--- src/rtl/mc_mem_responder_if.sv ---
// rtl/mc_mem_responder_if.sv - request/response bus between initiator and memory responder
interface mc_mem_responder_if #(
  parameter int DATA_WIDTH = 32
);
  logic                  req_i;
  logic                  we_i;
  logic [31:0]           addr_i;
  logic [DATA_WIDTH-1:0] wdata_i;
  logic                  ack_o;
  logic [DATA_WIDTH-1:0] rdata_o;
  logic                  err_o;
  logic                  busy_o;

  modport master (
    output req_i, we_i, addr_i, wdata_i,
    input  ack_o, rdata_o, err_o, busy_o
  );

  modport slave (
    input  req_i, we_i, addr_i, wdata_i,
    output ack_o, rdata_o, err_o, busy_o
  );
endinterface

--- src/rtl/mc_mem_responder.sv ---
// rtl/mc_mem_responder.sv - unified instruction/data memory with fixed wait states
module mc_mem_responder #(
  parameter int DATA_WIDTH  = 32,
  parameter int ADDR_WIDTH  = 6,
  parameter int WAIT_CYCLES = 2
) (
  input  logic                clk,
  input  logic                rst,
  mc_mem_responder_if.slave   bus
);
  localparam int         DEPTH     = 1 << ADDR_WIDTH;
  localparam logic [3:0] WAIT_INIT = 4'(WAIT_CYCLES);

  typedef enum logic [1:0] {
    S_IDLE = 2'd0,
    S_WAIT = 2'd1,
    S_RESP = 2'd2
  } state_t;

  state_t                state_q, state_d;
  logic [3:0]            cnt_q, cnt_d;
  logic                  we_q, we_d;
  logic [31:0]           addr_q, addr_d;
  logic [DATA_WIDTH-1:0] wdata_q, wdata_d;
  logic                  ack_q, ack_d;
  logic                  err_q, err_d;
  logic                  busy_q, busy_d;
  logic [DATA_WIDTH-1:0] rdata_q, rdata_d;

  logic [DATA_WIDTH-1:0] mem [0:DEPTH-1];

  logic                  addr_ok;
  logic [ADDR_WIDTH-1:0] word_idx;
  logic                  access;
  logic                  mem_we;

  // Decode always works from the captured request so late bus changes are harmless.
  assign addr_ok  = (addr_q[1:0] == 2'b00) && (addr_q[31:ADDR_WIDTH+2] == '0);
  assign word_idx = addr_q[ADDR_WIDTH+1:2];
  assign access   = (state_q == S_WAIT) && (cnt_q == 4'd0);
  assign mem_we   = access && addr_ok && we_q;

  always_comb begin
    state_d = state_q;
    cnt_d   = cnt_q;
    we_d    = we_q;
    addr_d  = addr_q;
    wdata_d = wdata_q;
    ack_d   = 1'b0;
    err_d   = 1'b0;
    busy_d  = busy_q;
    rdata_d = rdata_q;
    case (state_q)
      S_IDLE: begin
        if (bus.req_i) begin
          we_d    = bus.we_i;
          addr_d  = bus.addr_i;
          wdata_d = bus.wdata_i;
          cnt_d   = WAIT_INIT;
          state_d = S_WAIT;
          busy_d  = 1'b1;
        end else begin
          busy_d  = 1'b0;
        end
      end
      S_WAIT: begin
        busy_d = 1'b1;
        if (cnt_q != 4'd0) begin
          cnt_d = cnt_q - 4'd1;
        end else begin
          state_d = S_RESP;
          ack_d   = 1'b1;
          err_d   = !addr_ok;
          if (addr_ok && !we_q) begin
            rdata_d = mem[word_idx];
          end
        end
      end
      S_RESP: begin
        state_d = S_IDLE;
        busy_d  = 1'b0;
      end
      default: begin
        state_d = S_IDLE;
        busy_d  = 1'b0;
      end
    endcase
  end

  always_ff @(posedge clk or negedge rst) begin
    if (!rst) begin
      state_q <= S_IDLE;
      cnt_q   <= 4'd0;
      we_q    <= 1'b0;
      addr_q  <= '0;
      wdata_q <= '0;
      ack_q   <= 1'b0;
      err_q   <= 1'b0;
      busy_q  <= 1'b0;
      rdata_q <= '0;
    end else begin
      state_q <= state_d;
      cnt_q   <= cnt_d;
      we_q    <= we_d;
      addr_q  <= addr_d;
      wdata_q <= wdata_d;
      ack_q   <= ack_d;
      err_q   <= err_d;
      busy_q  <= busy_d;
      rdata_q <= rdata_d;
    end
  end

  // Storage survives reset; a held-low rst suppresses a pending write edge.
  always_ff @(posedge clk) begin
    if (rst && mem_we) begin
      mem[word_idx] <= wdata_q;
    end
  end

  assign bus.ack_o   = ack_q;
  assign bus.err_o   = err_q;
  assign bus.busy_o  = busy_q;
  assign bus.rdata_o = rdata_q;
endmodule

--- src/flat_wrapper.sv ---
// flat-port wrapper written by rule: the top's interface ports become plain ports
module mc_mem_responder_flat 
#(
  parameter int DATA_WIDTH  = 32,
  parameter int ADDR_WIDTH  = 6,
  parameter int WAIT_CYCLES = 2
)
  (clk, rst, bus_req_i, bus_we_i, bus_addr_i, bus_wdata_i, bus_ack_o, bus_rdata_o, bus_err_o, bus_busy_o);
  mc_mem_responder_if #(.DATA_WIDTH(DATA_WIDTH)) bus_i ();
  input  logic clk;
  input  logic rst;
  input wire logic [$bits(bus_i.req_i)-1:0] bus_req_i;
  input wire logic [$bits(bus_i.we_i)-1:0] bus_we_i;
  input wire logic [$bits(bus_i.addr_i)-1:0] bus_addr_i;
  input wire logic [$bits(bus_i.wdata_i)-1:0] bus_wdata_i;
  output wire logic [$bits(bus_i.ack_o)-1:0] bus_ack_o;
  output wire logic [$bits(bus_i.rdata_o)-1:0] bus_rdata_o;
  output wire logic [$bits(bus_i.err_o)-1:0] bus_err_o;
  output wire logic [$bits(bus_i.busy_o)-1:0] bus_busy_o;
  assign bus_i.req_i = bus_req_i;
  assign bus_i.we_i = bus_we_i;
  assign bus_i.addr_i = bus_addr_i;
  assign bus_i.wdata_i = bus_wdata_i;
  assign bus_ack_o = bus_i.ack_o;
  assign bus_rdata_o = bus_i.rdata_o;
  assign bus_err_o = bus_i.err_o;
  assign bus_busy_o = bus_i.busy_o;
  mc_mem_responder #(.DATA_WIDTH(DATA_WIDTH), .ADDR_WIDTH(ADDR_WIDTH), .WAIT_CYCLES(WAIT_CYCLES)) u_core (.clk(clk), .rst(rst), .bus(bus_i));
endmodule
--- config.mk ---
export PLATFORM = sky130hd
export DESIGN_NAME = mc_mem_responder_flat
export DESIGN_NICKNAME = d
export VERILOG_FILES = /design/src/rtl/mc_mem_responder_if.sv /design/src/rtl/mc_mem_responder.sv /design/src/flat_wrapper.sv
export SDC_FILE = /design/constraint.sdc
export NUM_CORES = 2
export LEC_CHECK = 0
export CAP_MARGIN = 20
export CORE_UTILIZATION = 45
export CTS_CLUSTER_SIZE = 14
export DETAILED_ROUTE_END_ITERATION = 16
export HOLD_SLACK_MARGIN = 0.06
export MAX_ROUTING_LAYER = met4
export PLACE_DENSITY = 0.58
export SYNTH_ARGS = -nofsm -noshare
export SYNTH_HDL_FRONTEND = slang
export SYNTH_SLANG_ARGS = --single-unit
--- constraint.sdc ---
create_clock -name clk -period 4 [get_ports clk]
set_clock_uncertainty 0.05 [all_clocks]
set_input_delay 0.4 -clock clk [delete_from_list [all_inputs] [get_ports clk]]
set_output_delay 0.4 -clock clk [all_outputs]
set_load 0.03 [all_outputs]
==> metrics <==
max-cap viol count 0; RD Place Congestion 0.8392; R2R setup slack approximately 0.25 ns; final worst path period share 93.71%; maximum number of pins on one net before global-route repair 107; FMAX 0.2668 GHz; Routed Antenna Nets 0; Worst-Skew Late Latency 0.87 ns; area of the multi-input gates 0.01757 mm^2; Syn Inst Count 4,289; final cell count without fillers approximately 7.4k; Iter 0 DRT Violations 6,851; CP Launch Type register; num rows 157; post-DP HPWL between 150,000 and 200,000 um; post-synthesis area per instance 19.32 um^2; Final Hold Fails 0; async set or reset register ratio after synthesis 4.921%; layout cells sized above 1 22.65%; CP endpoint kind register; Starting Density 45.30%; Slew headroom 23.11%; Post-synth EDFFs 2,048; fin util 53.21%; total track usage 28.67%; Yosys reg bits roughly 2.2k; Worst Tran Pin Value 1.153 ns; Max Slew Vio Count 0; DR vias 46.33k; gr ovfl total 0; Hold Path Cell Cnt 2; sequential cell area 0.06420 mm^2; outcome finished clean; cts bufs inserted 217; FF-to-FF End u_core.bus.rdata_o[26]; Detailed Routing Iterations Pass 1 6; root buf cell clkbuf_16; Hold Path End u_core.wdata_q[24]; largest cells by area after synthesis edfxtp_1, mux2i_1, mux4_2, dfrtp_1, mux2_2; drt total wl approximately 260,000 um; worst-path maximum fanout 25; Setup CP Type reg2reg; first-pass GRT wire length 359,300 um; worst hold path class in2reg; Post-synth top flop edfxtp_1; Final nets 4,771; Filler Cell Count 14.19k; top-count cell post-synth edfxtp_1; CP required 4.66 ns; Port Buf Inserts 102; CORE AREA 0.1829 mm^2; area share of the largest cell type after synthesis ~74%; RSZ-0062 raised after global routing false; num ports 103; post-place instance area ~0.09 mm^2; Pwr Density 731.7 mW/mm^2; Die Ht between 400 and 500 um; Pleak 31.39 nW; Die W 431.1 um; worst min-delay path startpoint bus_wdata_i[24]; die area roughly 0.19 mm^2; initial antenna violation count 11; reg2reg start u_core.addr_q[2]; area leader, netlist edfxtp_1; wire per inst 35.50 um; mapped cell area 0.08285 mm^2; setup_tns 0 ns; clk slew on worst S/H paths 0.06 ns; synth warn 0; worst r2r path cells 6; library cells used by synthesis 70; CTS tree done; sequential area share after synthesis 77.43%; placed cell count 6,911; total number of H-tree levels 4; vias per cell 6.300; WP data arrival 4.41 ns; Commonest cells post-synth edfxtp_1, mux2i_1, mux4_2, a22oi_1, a221oi_1; Synth-to-Final Area Change 17.45%; final setup fails 0; CTS Sinks 2,154; Peak VDD IR 0.0005555 V; Max Root-Sink Buffers 3; drc violations 0; Design Area, Final 0.09731 mm^2; Tmin final 3.748 ns; vias in the first global route 44.26k; syn_nets 4,359
## layout by cell type (no fill, tap or decap), types with 12 or more instances in the layout
cell type | netlist | layout
o21ai_0 | 67 | 67
dfrtp_2 | 0 | 32
o22ai_1 | 108 | 108
a22o_1 | 19 | 19
a221o_1 | 29 | 29
o22a_1 | 12 | 12
edfxtp_1 | 2048 | 2048
mux4_2 | 178 | 178
nand2_1 | 84 | 83
clkinv_2 | 0 | 42
o2bb2ai_1 | 23 | 23
mux2_2 | 135 | 135
clkbuf_16 | 0 | 220
dlygate4sd3_1 | 0 | 27
bufinv_16 | 0 | 14
buf_12 | 0 | 129
mux2i_1 | 414 | 414
clkbuf_1 | 81 | 58
nand3_1 | 53 | 52
a21oi_1 | 64 | 64
nor2_4 | 0 | 68
a31oi_1 | 24 | 24
a221oi_1 | 148 | 148
clkdlybuf4s50_1 | 0 | 101
nor2_1 | 143 | 76
buf_4 | 39 | 219
nand4_1 | 12 | 12
dfrtp_1 | 106 | 71
a22oi_1 | 169 | 169
clkinv_1 | 0 | 38
## power by group
part	total [W]	switching [W]	internal, W
registers	0.0297	0.00136	0.0283
logic	0.0217	0.0143	0.00737
clock network	0.0198	0.00858	0.0112
## through the flow
| step | hold slack (ns) | power, W | setup slack (ns) |
|---|---|---|---|
| 6_report | 0.1047 | 0.07120 | 0.2516 |
| 3_5_place_dp | 0.4186 | 0.05124 | 0.1636 |
| 3_3_place_gp | 0.4187 | 0.05098 | 0.1935 |
| 2_1_floorplan | 0.05441 | 0.04178 | 0.4770 |
| 4_1_cts | 0.06047 | 0.07081 | 0.1247 |
| 5_1_grt | 0.08000 | 0.07309 | 0.1650 |
## layer usage
metal  share of wire [%]  vias to the layer above  global-route usage (%)
met2                  47                     2623                   43.86
met1                  41                    24730                   40.11
met4                 2.7                        0                   7.561
met5                   0                        -                       -
li1                    -                    18610                       -
met3                 9.4                      364                   4.708
## cell type report
class	count	area share, %
sequential	2154	65.98
timing repair buffer	477	5.672
tap	2464	3.168
antenna	8	0.02057
multi-input combinational	1844	18.06
clock buffer	289	6.037
inverter	7	0.03215
clock inverter	111	1.030
## worst max-delay path, cell delays in order, from the launching register on
cell and delay (ns):
dfrtp_4 0.87, buf_4 0.53, mux4_2 0.56, a221oi_1 0.84, o22ai_1 0.25, a2111oi_2 0.36, a21oi_1 0.11
## logic make-up (layout without fill, tap and decap cells)
kind of cell    after synthesis  in the layout  share of synthesized area (%)
flops                      2154           2154                          77.43
compound gates              734            734                          6.589
mux                         728            728                          11.69
simple gates                378            378                          2.154
buf+inv                     291            884                          2.089
fa+ha+maj                     2              2                        0.03020
xor+xnor                      2              2                        0.02115
other cells                   0              8                              0
## worst max-delay path by stage
stage / startpoint / to / slack [ns] / cells past startpoint
after floorplan: u_core.addr_q[13] / u_core.mem[55][0] / 0.48 / 6
after global placement: u_core.addr_q[2] / u_core.bus.rdata_o[26] / 0.19 / 6
after detailed placement: u_core.addr_q[2] / u_core.bus.rdata_o[26] / 0.16 / 6
after CTS: u_core.addr_q[2] / u_core.bus.rdata_o[26] / 0.12 / 6
after global routing: u_core.addr_q[2] / u_core.bus.rdata_o[26] / 0.17 / 6
final: u_core.addr_q[2] / u_core.bus.rdata_o[26] / 0.25 / 6
## timing repair
item,CTS,global route
hold buffers,27,0
endpoints found under the hold margin,132,0
buffers inserted,0,1
endpoints found under the setup margin,0,1
resized for setup,0,0
## sequential cells by signal, summed over array words and instances (netlist names)
signal and flops:
u_core.mem 2048, u_core.state_q 2, u_core.bus.rdata_o 32, u_core.cnt_q 4, u_core.bus.busy_o 1, u_core.addr_q 32
u_core.bus.ack_o 1, u_core.wdata_q 32, u_core.bus.err_o 1, u_core.we_q 1
No activity file was read; power rests on OpenSTA's default activity.
